$ cat src/rtl/pipeline_hazard_ctrl.sv
// Hazard sequencing for the five-stage pipeline: load-use stall, EX mispredict flush, data-memory freeze.
// Optional performance counters compiled in with HAZARD_PERF_CNT_EN.
module pipeline_hazard_ctrl #(
  parameter int unsigned MAX_WAIT = 15,
  parameter int unsigned CNT_W    = 32
) (
  input  logic             clk,
  input  logic             reset,
  input  logic [4:0]       id_rs1,
  input  logic [4:0]       id_rs2,
  input  logic             id_uses_rs2,
  input  logic             id_branch,
  input  logic             ex_mem_read,
  input  logic [4:0]       ex_rd,
  input  logic             ex_branch,
  input  logic             ex_taken,
  input  logic             ex_predicted,
  input  logic             mem_busy,
  output logic             pc_write,
  output logic             ifid_write,
  output logic             ifid_flush,
  output logic             idex_bubble,
  output logic             exmem_hold,
  output logic [1:0]       redirect_sel,
`ifdef HAZARD_PERF_CNT_EN
  output logic [CNT_W-1:0] stall_cnt,
  output logic [CNT_W-1:0] flush_cnt,
  output logic [CNT_W-1:0] branch_cnt,
`endif
  output logic             wait_err
);

  localparam int unsigned WW = (MAX_WAIT < 1) ? 1 : $clog2(MAX_WAIT + 1);
  localparam logic [WW-1:0] WAIT_MAX = WW'(MAX_WAIT);

  typedef enum logic [1:0] {S_RUN, S_STALL, S_FLUSH, S_FREEZE} state_t;

  state_t        state_q, state_d;
  logic          id_v_q, id_v_d;
  logic          ex_v_q, ex_v_d;
  logic [WW-1:0] wait_cnt_q, wait_cnt_d;
  logic          wait_err_q, wait_err_d;
  logic          hazard_chk;
  logic          mispredict;
  logic          load_use;
  logic          unused_id_branch;

  assign unused_id_branch = id_branch;

  // STALL and FLUSH leave a bubble in EX, so hazard detection only runs from RUN
  // or from FREEZE in the cycle mem_busy drops.
  always_comb begin
    hazard_chk = 1'b0;
    unique case (state_q)
      S_RUN, S_FREEZE:  hazard_chk = 1'b1;
      S_STALL, S_FLUSH: hazard_chk = 1'b0;
      default:          hazard_chk = 1'b0;
    endcase
    mispredict = hazard_chk & ex_v_q & ex_branch & (ex_taken != ex_predicted);
    load_use   = hazard_chk & ex_v_q & ex_mem_read & id_v_q & (ex_rd != '0) &
                 ((ex_rd == id_rs1) | (id_uses_rs2 & (ex_rd == id_rs2)));
  end

  always_comb begin
    state_d      = state_q;
    id_v_d       = id_v_q;
    ex_v_d       = ex_v_q;
    pc_write     = 1'b1;
    ifid_write   = 1'b1;
    ifid_flush   = 1'b0;
    idex_bubble  = 1'b0;
    exmem_hold   = 1'b0;
    redirect_sel = 2'b00;

    if (mem_busy) begin
      pc_write   = 1'b0;
      ifid_write = 1'b0;
      exmem_hold = 1'b1;
      state_d    = S_FREEZE;
    end else if (mispredict) begin
      ifid_write   = 1'b0;
      ifid_flush   = 1'b1;
      idex_bubble  = 1'b1;
      redirect_sel = ex_taken ? 2'b01 : 2'b10;
      id_v_d       = 1'b0;
      ex_v_d       = 1'b0;
      state_d      = S_FLUSH;
    end else if (load_use) begin
      pc_write    = 1'b0;
      ifid_write  = 1'b0;
      idex_bubble = 1'b1;
      ex_v_d      = 1'b0;
      state_d     = S_STALL;
    end else begin
      id_v_d  = 1'b1;
      ex_v_d  = id_v_q;
      state_d = S_RUN;
    end

    if (reset) begin
      pc_write     = 1'b0;
      ifid_write   = 1'b0;
      ifid_flush   = 1'b1;
      idex_bubble  = 1'b1;
      exmem_hold   = 1'b0;
      redirect_sel = 2'b00;
    end
  end

  always_comb begin
    wait_cnt_d = '0;
    if (mem_busy) begin
      wait_cnt_d = (wait_cnt_q == WAIT_MAX) ? WAIT_MAX : wait_cnt_q + 1'b1;
    end
    wait_err_d = wait_err_q | (wait_cnt_d == WAIT_MAX);
  end

  always_ff @(posedge clk or posedge reset) begin
    if (reset) begin
      state_q    <= S_RUN;
      id_v_q     <= 1'b0;
      ex_v_q     <= 1'b0;
      wait_cnt_q <= '0;
      wait_err_q <= 1'b0;
    end else begin
      state_q    <= state_d;
      id_v_q     <= id_v_d;
      ex_v_q     <= ex_v_d;
      wait_cnt_q <= wait_cnt_d;
      wait_err_q <= wait_err_d;
    end
  end

  assign wait_err = wait_err_q;

`ifdef HAZARD_PERF_CNT_EN
  logic [CNT_W-1:0] stall_cnt_q, stall_cnt_d;
  logic [CNT_W-1:0] flush_cnt_q, flush_cnt_d;
  logic [CNT_W-1:0] branch_cnt_q, branch_cnt_d;

  always_comb begin
    stall_cnt_d  = stall_cnt_q;
    flush_cnt_d  = flush_cnt_q;
    branch_cnt_d = branch_cnt_q;
    if (!mem_busy) begin
      if (mispredict) begin
        flush_cnt_d = flush_cnt_q + CNT_W'(1);
      end else if (load_use) begin
        stall_cnt_d = stall_cnt_q + CNT_W'(1);
      end
      if (hazard_chk & ex_v_q & ex_branch) begin
        branch_cnt_d = branch_cnt_q + CNT_W'(1);
      end
    end
  end

  always_ff @(posedge clk or posedge reset) begin
    if (reset) begin
      stall_cnt_q  <= '0;
      flush_cnt_q  <= '0;
      branch_cnt_q <= '0;
    end else begin
      stall_cnt_q  <= stall_cnt_d;
      flush_cnt_q  <= flush_cnt_d;
      branch_cnt_q <= branch_cnt_d;
    end
  end

  assign stall_cnt  = stall_cnt_q;
  assign flush_cnt  = flush_cnt_q;
  assign branch_cnt = branch_cnt_q;
`else
  localparam int unsigned unused_cnt_w = CNT_W;
`endif

endmodule

$ cat config.mk
export PLATFORM = sky130hd
export DESIGN_NAME = pipeline_hazard_ctrl
export DESIGN_NICKNAME = d
export VERILOG_FILES = /design/src/rtl/pipeline_hazard_ctrl.sv
export SDC_FILE = /design/constraint.sdc
export NUM_CORES = 1
export LEC_CHECK = 0
export ABC_CLOCK_PERIOD_IN_PS = 4300
export CORE_MARGIN = 2
export CORE_UTILIZATION = 42
export CTS_BUF_LIST = sky130_fd_sc_hd__clkbuf_4 sky130_fd_sc_hd__clkbuf_8
export CTS_CLUSTER_DIAMETER = 100
export DETAILED_ROUTE_END_ITERATION = 8
export PLACE_DENSITY_LB_ADDON = 0.2
export SLEW_MARGIN = 0
export SYNTH_ARGS = -nofsm -noshare
export SYNTH_HDL_FRONTEND = slang
export SYNTH_SLANG_ARGS = --single-unit
export TNS_END_PERCENT = 50
$ cat constraint.sdc
create_clock -name clk -period 4.3 [get_ports clk]
set_clock_uncertainty 0.05 [all_clocks]
set_input_delay 0.43 -clock clk [delete_from_list [all_inputs] [get_ports clk]]
set_output_delay 0.43 -clock clk [all_outputs]
set_load 0.01 [all_outputs]
# [Yosys cells after proc, flatten, opt, wreduce, memory -nomap -nowiden]
# Cells that the tools add are included.
[totals] reg_bits=9 wordCells=61
[classes] addsub=1 eq_ne=9 mux=30 n_bitwise=11 reduce_logical=5
[ops] op="two-way mux 1 bit" n=21
[ops] op="two-way mux 2 bit" n=6
[ops] op="equality test 5 bit" n=2
[ops] op="bitwise AND 1 bit" n=8
[ops] op="equality test 4 bit, second input constant" n=2
[ops] op="two-way mux 4 bit" n=2
[ops] op="nonzero test 5 bit" n=1
[ops] op="adder 4 x 1 -> 4 bit, second input constant" n=1
[ops] op="equality test 2 bit, second input constant" n=2
[ops] op="OR reduction 2 bit" n=2
[ops] op="equality test 2 x 1 -> 1 bit, second input constant" n=1
[ops] op="logical NOT 2 bit" n=1
[ops] op="inequality test 2 bit, second input constant" n=1
[ops] op="OR 1 bit" n=2
[ops] op="one-hot mux 1 bit (2 select lines)" n=1
[ops] op="AND reduction 2 bit" n=1
[ops] op="inequality test 1 bit" n=1
[ops] op="NOT 1 bit" n=1

# [Depth between registers and ports, before layout]
# Gate-level depths: netlist of run 1.
[logic_depth] depth_word=12 depth_mapped=6

# [Worst setup path after synthesis of run 1]
# OpenSTA, ideal clock, no wires.
[synth_path] path_kind="input to output" from="input ex_rd[3]" to="output idex_bubble" arrival_ns=1.532 required_ns=3.820 slack_ns=2.288 cell_stages=5 n_path_buf=0 cell_sequence="xor2_1 -> nor4_1 -> nand3_1 -> a221o_1 -> o21bai_1"
[synth_between] elab_chain_cells=8 elab_cells_between_ends=11 cone_classes="eq/ne: 2; mux: 4; bitwise: 4; reduce/logical: 1"
[synth_lines] element="start: declaration" line="14" source="input logic [4:0] ex_rd,"
[synth_lines] element="equality test 5 bit" line="61" source="((ex_rd == id_rs1) | (id_uses_rs2 & (ex_rd == id_rs2)));"
[synth_lines] element="bitwise AND 1 bit" line="61"
[synth_lines] element="OR 1 bit" line="61"
[synth_lines] element="bitwise AND 1 bit *" line="60" source="load_use = hazard_chk & ex_v_q & ex_mem_read & id_v_q & (ex_rd != '0) &"
[synth_lines] element="two-way mux 1 bit *" line="88" source="end else if (load_use) begin"
[synth_lines] element="two-way mux 1 bit *" line="80" source="end else if (mispredict) begin"
[synth_lines] element="two-way mux 1 bit *" line="75" source="if (mem_busy) begin"
[synth_lines] element="two-way mux 1 bit *" line="100" source="if (reset) begin"
[synth_lines] element="end: declaration" line="22" source="output logic idex_bubble,"
# Mark *: on every way between the ends. The rest lies on a longest branch, timed or not.

# [Worst setup path in the final report of run 1]
# Ends and elaborated chain as after synthesis.

==> out/metrics.yaml, run 1 <==
status: "finished, final reports clean"
cts_tree: "yes"
boundaryPins: 32
power_mw: 0.2295
htreeDepth: 1
syn_area_per_cell_sq_um: 9.071
place_area_sq_um: 899.6
ys_types: 24
setup_viol: 0
ys_async_sr_fraction: 1.000
post_cts_resized: 0
synth_fp_nets: 89
period_share: 0.7222
hpwl_um: 1220
cp-startpoint: "ex_rd[3]"
rsz0062_at_grt: "false"
rrSetupSlack_ps: 2780
fin_setup_tns_ps: 0
overflow: 0
slew_headroom: 0.7458
hold_buffers: 0
fmax_mhz: 322.0
post_drt_wl_per_cell_um: 13.33
hold_start: "wait_err"
synth_seq_cells: 9
leakagePower_nw: 0.3837
drt_iter0_drc: 10
cts_setup_buffers: 0
initial_core_util: 0.4462
clk_pin_slew_ps: 60
hold_viol: 0
drc_errors: 0
antennaDiodeCount: 0
grt_pass1_vias: 555
synth.area.top_cells: "dfrtp_1 (39%), xor2_1 (12%), xnor2_1 (6.0%)"
setup_slack_ps: 1194
syn-cell-area_sq_um: 580.6
num-nets-final: 124
synth_area_leader_cell: "dfrtp_1"
r2r-end: "ex_v_q"
drive_above_1_share: 0.05102
max_slew.worst_pin.slew_ps: 380.9
numCtsBuffers: 3
core_area_sq_um: 1301
routed_wl_um: 1506
grt_pass1_wl_um: 2235
place_ws_ps: 1187
vias: 591
min_path_type: "flip-flop to flip-flop"
yosysWarnings: 0
critPathRequiredTime_ps: 3820
worstPathArrival_ps: 2630
synth_ff_type: "dfrtp_1"
antenna_found_initial: 0
die_w_um: 41.18
die_area_sq_um: 1696
worstSetupEndpointType: "primary output"
grt_max_degree: 12
clock_latency_ps: 260
fin_area_sq_um: 929.6
die_y_um: 41.18
grt_util_all_layers: 0.2131
cp_max_fo: 5
final_cell_count_no_fill: 113
synth-edff-count: 0
peakVddDrop_v: 0.0001896
avgViaCountPerCell: 5.230
ctsLongestPathBuffers: 2
synth_top_area_frac: 0.3879
row_count: 13
synthCells: 64
dp.cells: 109
clock-sinks: 9
rr_startpoint: "state_q[1]"
gp_congestion: 0.6907
ant_nets: 0
setup.worst_path.end: "idex_bubble"
critPathKind: "input pin to primary output"
p_per_area_nw_per_um2: 246.9
portBuffers: 30
finalMaxSlewViolations: 0
area_delta_synth_final_pct: 60.13
yosysSeqAreaShare: 0.3879
drtPass1Iterations: 4
worst_r2r_path_depth: 4
start_kind: "input pin"
finalWorstPathRequiredPeriod_ps: 3106
clock-root-buffer: "clkbuf_4"
maxCapViolCount: 0
[stage by stage]
stage	hold WS (ps)	util
6_report	418.1	0.7144
5_1_grt	465.3	0.7144
4_1_cts	421.3	0.7144
3_5_place_dp	407.7	0.6913
3_3_place_gp	394.4	0.6913
2_1_floorplan	218.7	-
[cells by family after synthesis]
group,count (synthesis),share of synthesized area
xor+xnor,12,0.1810
fa+ha+maj,1,0.02155
buf+inv,5,0.03233
mux,1,0.01940
compound gates,14,0.1573
simple gates,22,0.2004
flops,9,0.3879
[synth_stat cells (all sizes together) (2+ instances only)]
cell and n:
o21ai 5, nand2b 2, a21oi 2, inv 5
nand4 2, xor2 8, nand2 3, nor4 2
and3 2, xnor2 4, nor3 3, nand3 4
dfrtp 9, nor2 3
[state kept, by name (all words and copies together) (netlist names)]
name and count:
id_v_q 1, wait_err 1, wait_cnt_q 4, state_q 2, ex_v_q 1
[power breakdown]
group	switching, mW	internal [mW]
Sequential	0.00453	0.0905
Clock	0.0299	0.0421
Combinational	0.0255	0.0370
[per-layer routing]
| metal | wire length (um) | vias up | track usage |
|---|---|---|---|
| li1 | - | 299 | - |
| met1 | 584 | 270 | 0.2007 |
| met2 | 800 | 17 | 0.4102 |
| met3 | 85 | 5 | 0.04891 |
| met4 | 36 | 0 | 0.1210 |
| met5 | 0 | - | 0 |
[layout by cell type (no fill, tap or decap), drive strengths merged, types with 2 or more instances in the layout]
master	instances
a21oi	2
and3	2
clkbuf	4
clkdlybuf4s50	30
dfrtp	9
inv	5
nand2	3
nand2b	2
nand3	4
nand4	2
nor2	3
nor3	3
nor4	2
o21ai	5
xnor2	4
xor2	8
[critical path, stage by stage]
cell,delay [ps]
clkdlybuf4s50_1,470
xor2_1,180
nor4_1,290
nand3_1,110
a221o_1,420
o21bai_1,160
clkdlybuf4s50_1,560
[how the worst min path moves through the flow]
stage	to	slack (ps)	depth (start not counted)
2_1_floorplan	ex_v_q	220	1
3_3_place_gp	wait_err	390	1
3_5_place_dp	wait_err	410	1
4_1_cts	wait_err	420	1
5_1_grt	wait_cnt_q[0]	470	1
6_report	wait_err	420	1
[area by class of cell]
| type | instances | area (sq um) |
|---|---|---|
| multi-input cells | 50 | 336.6 |
| inverters | 5 | 18.77 |
| repair buffers | 30 | 300.3 |
| well taps | 15 | 18.77 |
| flip-flops and latches | 9 | 225.2 |
| clock buffers | 4 | 30.03 |
| fillers | 103 | 371.6 |
Power figures use the tool's default switching activity.
==> run 2: changes to the inputs <==
--- a/config.mk
+++ b/config.mk
@@ -5,9 +5,9 @@
 export SDC_FILE = /design/constraint.sdc
 export NUM_CORES = 1
 export LEC_CHECK = 0
-export ABC_CLOCK_PERIOD_IN_PS = 4300
+export ABC_CLOCK_PERIOD_IN_PS = 2800
 export CORE_MARGIN = 2
-export CORE_UTILIZATION = 42
+export CORE_UTILIZATION = 35
 export CTS_BUF_LIST = sky130_fd_sc_hd__clkbuf_4 sky130_fd_sc_hd__clkbuf_8
 export CTS_CLUSTER_DIAMETER = 100
 export DETAILED_ROUTE_END_ITERATION = 8
==> constraint.sdc (replaced) <==
create_clock -name clk -period 2.8 [get_ports clk]
set_clock_uncertainty 0.05 [all_clocks]
set_input_delay 0.28 -clock clk [delete_from_list [all_inputs] [get_ports clk]]
set_output_delay 0.28 -clock clk [all_outputs]
set_load 0.01 [all_outputs]
==> out/metrics.yaml, run 2 (synthesis gave the netlist of run 1 again) <==
status: "finished, final reports clean"  # unchanged
max_slew.worst_pin.slew_ps: 250.2  # was 380.9 ps
setup_viol: 0  # unchanged
area_delta_synth_final_pct: 66.38  # was 60.13%
slew_headroom: 0.8322  # was 0.7458
finalMaxSlewViolations: 0  # unchanged
die_y_um: 44.73  # was 41.18 um
min_path_type: "input pin to asynchronous set/reset pin"  # was flip-flop to flip-flop
dp.cells: 113  # was 109
hpwl_um: 1172  # was 1220 um
p_sw_frac: 0.2579  # was 0.2613
numCtsBuffers: 3  # unchanged
rrSetupSlack_ps: 1170  # was 2780 ps
die_area_sq_um: 2000  # was 1696 sq um
grt_util_all_layers: 0.1557  # was 0.2131
pwr-share-comb: 0.283  # was 0.273
period_share: 0.9615
ctsLongestPathBuffers: 2  # unchanged
critPathKind: "input pin to primary output"  # unchanged
final_cell_count_no_fill: 118  # was 113
clock-root-buffer: "clkbuf_4"  # unchanged
grt_max_degree: 8  # was 12
reg_top3: "wait_cnt_q: 4 flops, state_q: 2 flops"  # unchanged
row_count: 14  # was 13
num-nets-final: 128  # was 124
antenna_found_initial: 0  # unchanged
largest_reg_flops: 4  # unchanged
clock_latency_ps: 250  # was 260 ps
vias: 626  # was 591
p_per_area_nw_per_um2: 367.8  # was 246.9 nW/um^2
cellInternalPower_mw: 0.2636  # was 0.1696 mW
p_sw_mw: 0.09164  # was 0.05999 mW
peakVddDrop_v: 0.0002527  # was 0.0001896 V
die_w_um: 44.73  # was 41.18 um
worstSetupEndpointType: "primary output"  # unchanged
htreeDepth: 1  # unchanged
drt_iter0_drc: 8  # was 10
mostFrequentLayoutCell: "clkdlybuf4s50_1"  # unchanged
critPathRequiredTime_ps: 2470  # was 3820 ps
power_frac_seq: 0.410  # was 0.414
clk_pin_slew_ps: 60  # about the same
clock-sinks: 9  # unchanged
gp_congestion: 0.7943  # was 0.6907
grt_pass1_vias: 542  # was 555
post_drt_wl_per_cell_um: 12.75  # was 13.33 um
overflow: 0  # unchanged
grt_pass1_wl_um: 2242  # was 2235 um
whs_ps: 258.8  # was 418.1 ps
antennaDiodeCount: 0  # unchanged
ant_nets: 0  # unchanged
initial_core_util: 0.3810  # was 0.4462
drc_errors: 0  # unchanged
core_area_sq_um: 1524  # was 1301 sq um
drive_above_1_share: 0.09804  # was 0.05102
start_kind: "input pin"  # unchanged
drtPass1Iterations: 4  # unchanged
boundaryPins: 32  # unchanged
fmax_mhz: 371.4
maxCapViolCount: 0  # unchanged
leakagePower_nw: 0.4032  # was 0.3837 nW
clockPowerShare: 0.307  # was 0.314
largest-register: "wait_cnt_q"  # unchanged
hold_viol: 0  # unchanged
worstPathArrival_ps: 2360  # was 2630 ps
cts_tree: "yes"  # unchanged
routed_wl_um: 1505  # was 1506 um
cp_max_fo: 4  # was 5
avgViaCountPerCell: 5.305  # was 5.230
portBuffers: 30  # unchanged
finalWorstPathRequiredPeriod_ps: 2692
final_cell_mix: "clkdlybuf4s50_1 (30), dfrtp_1 (9), xor2_1 (8), inv_1 (5), o21ai_0 (5)"  # unchanged
[run 2: cell count changes in the layout (fill, tap and decap cells not counted), sizes merged]
cell / delta
buf: +4
[run 2: critical path: stages]
cell and delay [ps]:
clkdlybuf4s50_1 440, xor2_1 170, nor4_1 270, nand3_1 110, a221o_1 390, o21bai_1 150, clkdlybuf4s50_1 550
[run 2: through the flow]
stage / worst slack [ps] / area [sq um] / util / setup TNS (ps) / total power [mW]
finish: 107.8 / 965.9 / 0.6338 / 0 / 0.3553
floorplan: 1088 / 580.6 / - / 0 / 0.1879
global placement: 60.47 / 923.4 / 0.6059 / 0 / 0.2448
CTS: 44.89 / 953.4 / 0.6256 / 0 / 0.3580
global route: -8.934 / 965.9 / 0.6338 / -8.934 / 0.3739
detailed placement: 62.31 / 923.4 / 0.6059 / 0 / 0.2465
[run 2: cell type report]
cell class,instances,area (sq um)
fillers,137,558.0
multi-input cells,50,341.6
repair buffers,34,330.3
flip-flops and latches,9,225.2
clock buffers,4,30.03
well taps,16,20.02
inverters,5,18.77
[run 2: layer usage]
| layer | track usage | vias to the layer above | wire length, um |
|---|---|---|---|
| li1 | - | 305 | - |
| met1 | 0.1934 | 295 | 648 |
| met2 | 0.2580 | 24 | 723 |
| met3 | 0.02000 | 2 | 125 |
| met4 | 0.09091 | 0 | 8 |
| met5 | 0 | - | 0 |
[run 2: final timing paths]
| check | from | endpoint | depth (start not counted) |
|---|---|---|---|
| max | ex_rd[3] | idex_bubble | 7 |
| min | reset | wait_cnt_q[1] | 2 |
| max reg2reg | state_q[1] | ex_v_q | 5 |
| min reg2reg | wait_err | wait_err | 1 |
| max in group asynchronous | reset | ex_v_q | 3 |
| min in group clk | wait_err | wait_err | 1 |
[run 2: timing repair]
action | 4_1_cts | 5_1_grt
buffers inserted | 0 | 1
endpoints found under the setup margin | 0 | 3
hold buffers | 0 | 0
gates resized for setup | 0 | 1
[run 2: power groups by stage]
| stage | Combinational, mW | Clock, mW | Sequential (mW) |
|---|---|---|---|
| after floorplan | 0.0413 | 0 | 0.147 |
| after global placement | 0.0973 | 0 | 0.148 |
| after detailed placement | 0.0988 | 0 | 0.148 |
| after CTS | 0.101 | 0.112 | 0.145 |
| after global routing | 0.110 | 0.117 | 0.147 |
| final | 0.101 | 0.109 | 0.146 |
==> run 3: changes to the inputs <==
--- a/config.mk
+++ b/config.mk
@@ -12,6 +12,7 @@
 export CTS_CLUSTER_DIAMETER = 100
 export DETAILED_ROUTE_END_ITERATION = 8
 export PLACE_DENSITY_LB_ADDON = 0.2
+export REMOVE_ABC_BUFFERS = 1
 export SLEW_MARGIN = 0
 export SYNTH_ARGS = -nofsm -noshare
 export SYNTH_HDL_FRONTEND = slang
==> results of run 3 <==
Same layout as run 2: the final DEF is identical, and so are final timing and power.
==> RTL edit 1: new RTL, flow settings as in run 1 <==
Register the output `redirect_sel`, with the module's reset; this adds one clock of latency there. The other outputs are not delayed to match.
--- a/src/rtl/pipeline_hazard_ctrl.sv
+++ b/src/rtl/pipeline_hazard_ctrl.sv
@@ -37,2 +37,4 @@
 
+  logic [1:0] redirect_sel_d;
+
   state_t        state_q, state_d;
@@ -72,3 +74,3 @@
     exmem_hold   = 1'b0;
-    redirect_sel = 2'b00;
+    redirect_sel_d = 2'b00;
 
@@ -83,3 +85,3 @@
       idex_bubble  = 1'b1;
-      redirect_sel = ex_taken ? 2'b01 : 2'b10;
+      redirect_sel_d = ex_taken ? 2'b01 : 2'b10;
       id_v_d       = 1'b0;
@@ -105,3 +107,3 @@
       exmem_hold   = 1'b0;
-      redirect_sel = 2'b00;
+      redirect_sel_d = 2'b00;
     end
@@ -175,2 +177,10 @@
 
+  always_ff @(posedge clk or posedge reset) begin
+    if (reset) begin
+      redirect_sel <= '0;
+    end else begin
+      redirect_sel <= redirect_sel_d;
+    end
+  end
+
 endmodule
Function: changed (a bounded check fails within 4 cycles, from zero or initial values and one cycle with reset high).
==> RTL edit 1 against run 1 <==
Synthesized area rose by 8.6%. Routed wire length rose by 9.0%. Design area rose by 5.4%. Setup slack barely moved. First-iteration DRC count did not move. Final cell count rose by 1.8%. Total power rose by 9.6%. Global-route usage fell by 0.92 points. Sequential cell count rose by 2. Critical path type unchanged. Highest routed layer unchanged.
==> RTL edit 1: results (changes against run 1) <==
* All-Layer GR Usage at 0.204 (was 0.213)
* Regs by FF count: wait_cnt_q (4), redirect_sel (2), state_q (2) (was wait_cnt_q (4), state_q (2))
* Commonest cells in the netlist: dfrtp_1, xor2_1, inv_1, o21ai_0 (unchanged)
* Via count at 632 (was 591)
* Leak at 0.412 nW (was 0.384 nW)
* Final layout net count at 126 (was 124)
* Worst slew margin at 0.699 (was 0.746)
* Library cells used by synthesis at 24 (unchanged)
* Vias in the first global route at 613 (was 555)
* CTS resizes at 0 (unchanged)
* Avg WL per Cell at 14.3 µm (was 13.3 µm)
* Status: completed (unchanged)
* Synth area leaders: dfrtp_1, xor2_1, xnor2_1 (unchanged)
* Hold Crit Class: reg2reg (unchanged)
* DR iter-0 viols at 10 (unchanged)
* Fillers at 106 (was 103)
* Total CTS buffers at 3 (unchanged)
* Critical path startpoint: ex_rd[3] (unchanged)
* Sequential share of power at 0.453 (was 0.414)
* Clock network power at 74.1 µW (was 72.0 µW)
* Crit path max-delay family: buffers and inverters (unchanged)
* Post-Syn Nets at 91 (was 89)
* CP Data Arrival Time at 2630 ps (about the same)
* Internal power at 189 µW (was 170 µW)
* Global-route wire length before repair at 2730 µm (was 2240 µm)
* Peak VDD IR at 0.000210 V (was 0.000190 V)
* Clock sink count at 11 (was 9)
* GPL Wtd Cong at 0.785 (was 0.691)
* Seq/Total Area, Yosys at 0.437 (was 0.388)
* Initial antenna violation count at 0 (unchanged)
* Share of layout cells above drive strength 1 at 0.0500 (was 0.0510)
* Clk slew on worst S/H paths at 70 ps
* # Max-Cap Violations at 0 (unchanged)
* Detailed Place HPWL at 1330 µm (was 1220 µm)
* Largest net degree at the start of global routing at 14 (was 12)
RTL edit 1: cell types whose count changed after synthesis:
cell     delta
dfrtp_1     +2
RTL edit 1: metrics by stage:
stage               cell area [µm²]  cells  hold WS [ps]  setup slack, ps  power, mW
finish                          980    115           408             1190      0.252
global route                    980    115           430             1030      0.265
CTS                             980    115           414             1190      0.255
detailed placement              950    111           398             1200      0.179
global placement                950    111           390             1230      0.177
floorplan                       631     66           243             2290      0.142
RTL edit 1: path summary, 6_finish.rpt:
| check | endpoint | slack (ps) | depth (start not counted) |
|---|---|---|---|
| setup reg to reg | ex_v_q | 2810 | 4 |
| setup / recovery | idex_bubble | 1190 | 7 |
| min in group asynchronous | redirect_sel[0] | 530 | 2 |
| hold reg to reg | wait_err | 410 | 1 |
| max in group asynchronous | state_q[0] | 3350 | 2 |
| hold / removal | wait_err | 410 | 1 |
RTL edit 1: routing by layer:
layer	vias up	GRT usage	share of wire
li1	307	-	-
met1	291	0.231	0.39
met2	30	0.355	0.51
met3	4	0.0511	0.087
met4	0	0.0938	0.020
met5	-	0	0
RTL edit 1: cells by family (layout without fill, tap and decap cells):
logic type | after synthesis | in the layout | share of synthesized area
fa+ha+maj | 1 | 1 | 0.0198
mux | 1 | 1 | 0.0179
compound gates | 14 | 14 | 0.145
xor+xnor | 12 | 12 | 0.167
buf+inv | 5 | 39 | 0.0298
simple gates | 22 | 22 | 0.185
flops | 11 | 11 | 0.437
RTL edit 1: area by class of cell:
class                   instances  area [µm²]  area share
inverters                       5        18.8      0.0192
flip-flops and latches         11         275       0.281
repair buffers                 30         300       0.307
clock buffers                   4        30.0      0.0307
multi-input cells              50         337       0.344
well taps                      15        18.8      0.0192
==> RTL edit 2: new RTL, flow settings as in run 1 <==
Made on the original files. Set the parameter `MAX_WAIT` to 30 (it was 15).
--- a/src/rtl/pipeline_hazard_ctrl.sv
+++ b/src/rtl/pipeline_hazard_ctrl.sv
@@ -3,3 +3,3 @@
 module pipeline_hazard_ctrl #(
-  parameter int unsigned MAX_WAIT = 15,
+  parameter int unsigned MAX_WAIT = 30,
   parameter int unsigned CNT_W    = 32
Behaviour: no difference found for any inputs over 10 cycles, from zero or initial values and one cycle with reset high; that may be too few to reach the edited logic, so the function may still have changed.
==> RTL edit 2 against run 1 <==
Non-clock buffer count unchanged. Sequential power increased by 9%. Count of clock-buffer cells in the layout decreased by 1. Register-to-register slack improved by 100 ps. Clock power decreased by 15%. Routed wire length increased by 1.1%. Synthesized area increased by 8.8%. Total power decreased by 1.6%. Sequential cell count increased by 1. Critical path depth unchanged. Design area increased by 4.3%. Setup slack got worse by 27 ps. Utilization increased by 0.38 points.
==> RTL edit 2: results (changes against run 1) <==
* Status: completed (unchanged)
* Sequential share of power at 0.459 (was 0.414)
* Peak VDD IR at 0.000202 V (was 0.000190 V)
* Met3 WL at 116 µm (was 85 µm)
* CP Data Arrival Time at 2650 ps (was 2630 ps)
* Avg Inst Size Synth at 9.29 µm² (was 9.07 µm²)
* Met2 WL at 808 µm (was 800 µm)
* GPL Wtd Cong at 0.725 (was 0.691)
* Placed insts at 112 (was 109)
* All-Layer GR Usage at 0.173 (was 0.213)
* Top routing layer in use: met3 (was met4)
* Seq/Total Area, Yosys at 0.396 (was 0.388)
* Commonest cells in the netlist: dfrtp_1, xor2_1, nor2_1 (was dfrtp_1, xor2_1, inv_1, o21ai_0)
* Wire length on met1 at 598 µm (was 584 µm)
* Internal power at 167 µW (was 170 µW)
* Slowest stage delay, CP at 530 ps (was 560 ps)
* Leak at 0.422 nW (was 0.384 nW)
* Cells after Synth at 68 (was 64)
* Avg WL per Cell at 13.2 µm (was 13.3 µm)
* Slew @ Worst Pin at 417 ps (was 381 ps)
* Setup slack, reg-to-reg at 2880 ps (was 2780 ps)
* Setup WS post-layout at 1170 ps (was 1190 ps)
* Met3 Use GR at 0.0468 (was 0.0489)
* Detailed Place HPWL at 1220 µm (about the same)
* FF-to-FF End: wait_err (was ex_v_q)
* Largest net degree at the start of global routing at 14 (was 12)
* Post-Syn Nets at 94 (was 89)
* R2r worst-path depth at 5 (was 4)
* Global-route met1 utilization at 0.187 (was 0.201)
* Final layout net count at 128 (was 124)
* Sequential power at 104 µW (was 95.0 µW)
* Layout Cells excl Fill at 115 (was 113)
* DR iter-0 viols at 22 (was 10)
* Launch point of the worst reg-to-reg path: wait_cnt_q[0] (was state_q[1])
* Library cells used by synthesis at 24 (unchanged)
* Async SR Flop Fraction at 1.00 (unchanged)
* Regs by FF count: wait_cnt_q (5), state_q (2) (was wait_cnt_q (4), state_q (2))
* Share of layout cells above drive strength 1 at 0.0400 (was 0.0510)
* Comb group at 61.3 µW (was 62.6 µW)
* Crit path max-delay family: buffers and inverters (unchanged)
* Synth area leaders: dfrtp_1, xor2_1, xnor2_1 (unchanged)
* Met2 usage at 0.330 (was 0.410)
* Global-route wire length before repair at 2400 µm (was 2240 µm)
* Vias in the first global route at 591 (was 555)
* Post-Place Cell Area at 947 µm² (was 900 µm²)
* Via count at 633 (was 591)
RTL edit 2: cell families (layout without fill, tap and decap cells):
logic type / count (synthesis) / count (layout) / synth area share
simple gates: 24 / 24 / 0.196
buf+inv: 6 / 38 / 0.0356
flops: 10 / 10 / 0.396
compound gates: 13 / 13 / 0.150
xor+xnor: 12 / 12 / 0.166
fa+ha+maj: 2 / 2 / 0.0396
mux: 1 / 1 / 0.0158
RTL edit 2: final cells by class:
class	instances	area [µm²]
Sequential cell	10	250
Tap cell	15	18.8
Clock buffer	3	22.5
Timing Repair Buffer	30	300
Fill cell	108	380
Multi-Input combinational cell	52	359
Inverter	5	18.8
RTL edit 2: worst min path at each step:
stage               startpoint  endpoint  slack [ps]  cells past startpoint
floorplan                reset    ex_v_q         230                      1
global placement      wait_err  wait_err         400                      1
detailed placement    wait_err  wait_err         410                      1
CTS                   wait_err  wait_err         420                      1
global route          wait_err  wait_err         460                      1
finish                wait_err  wait_err         420                      1
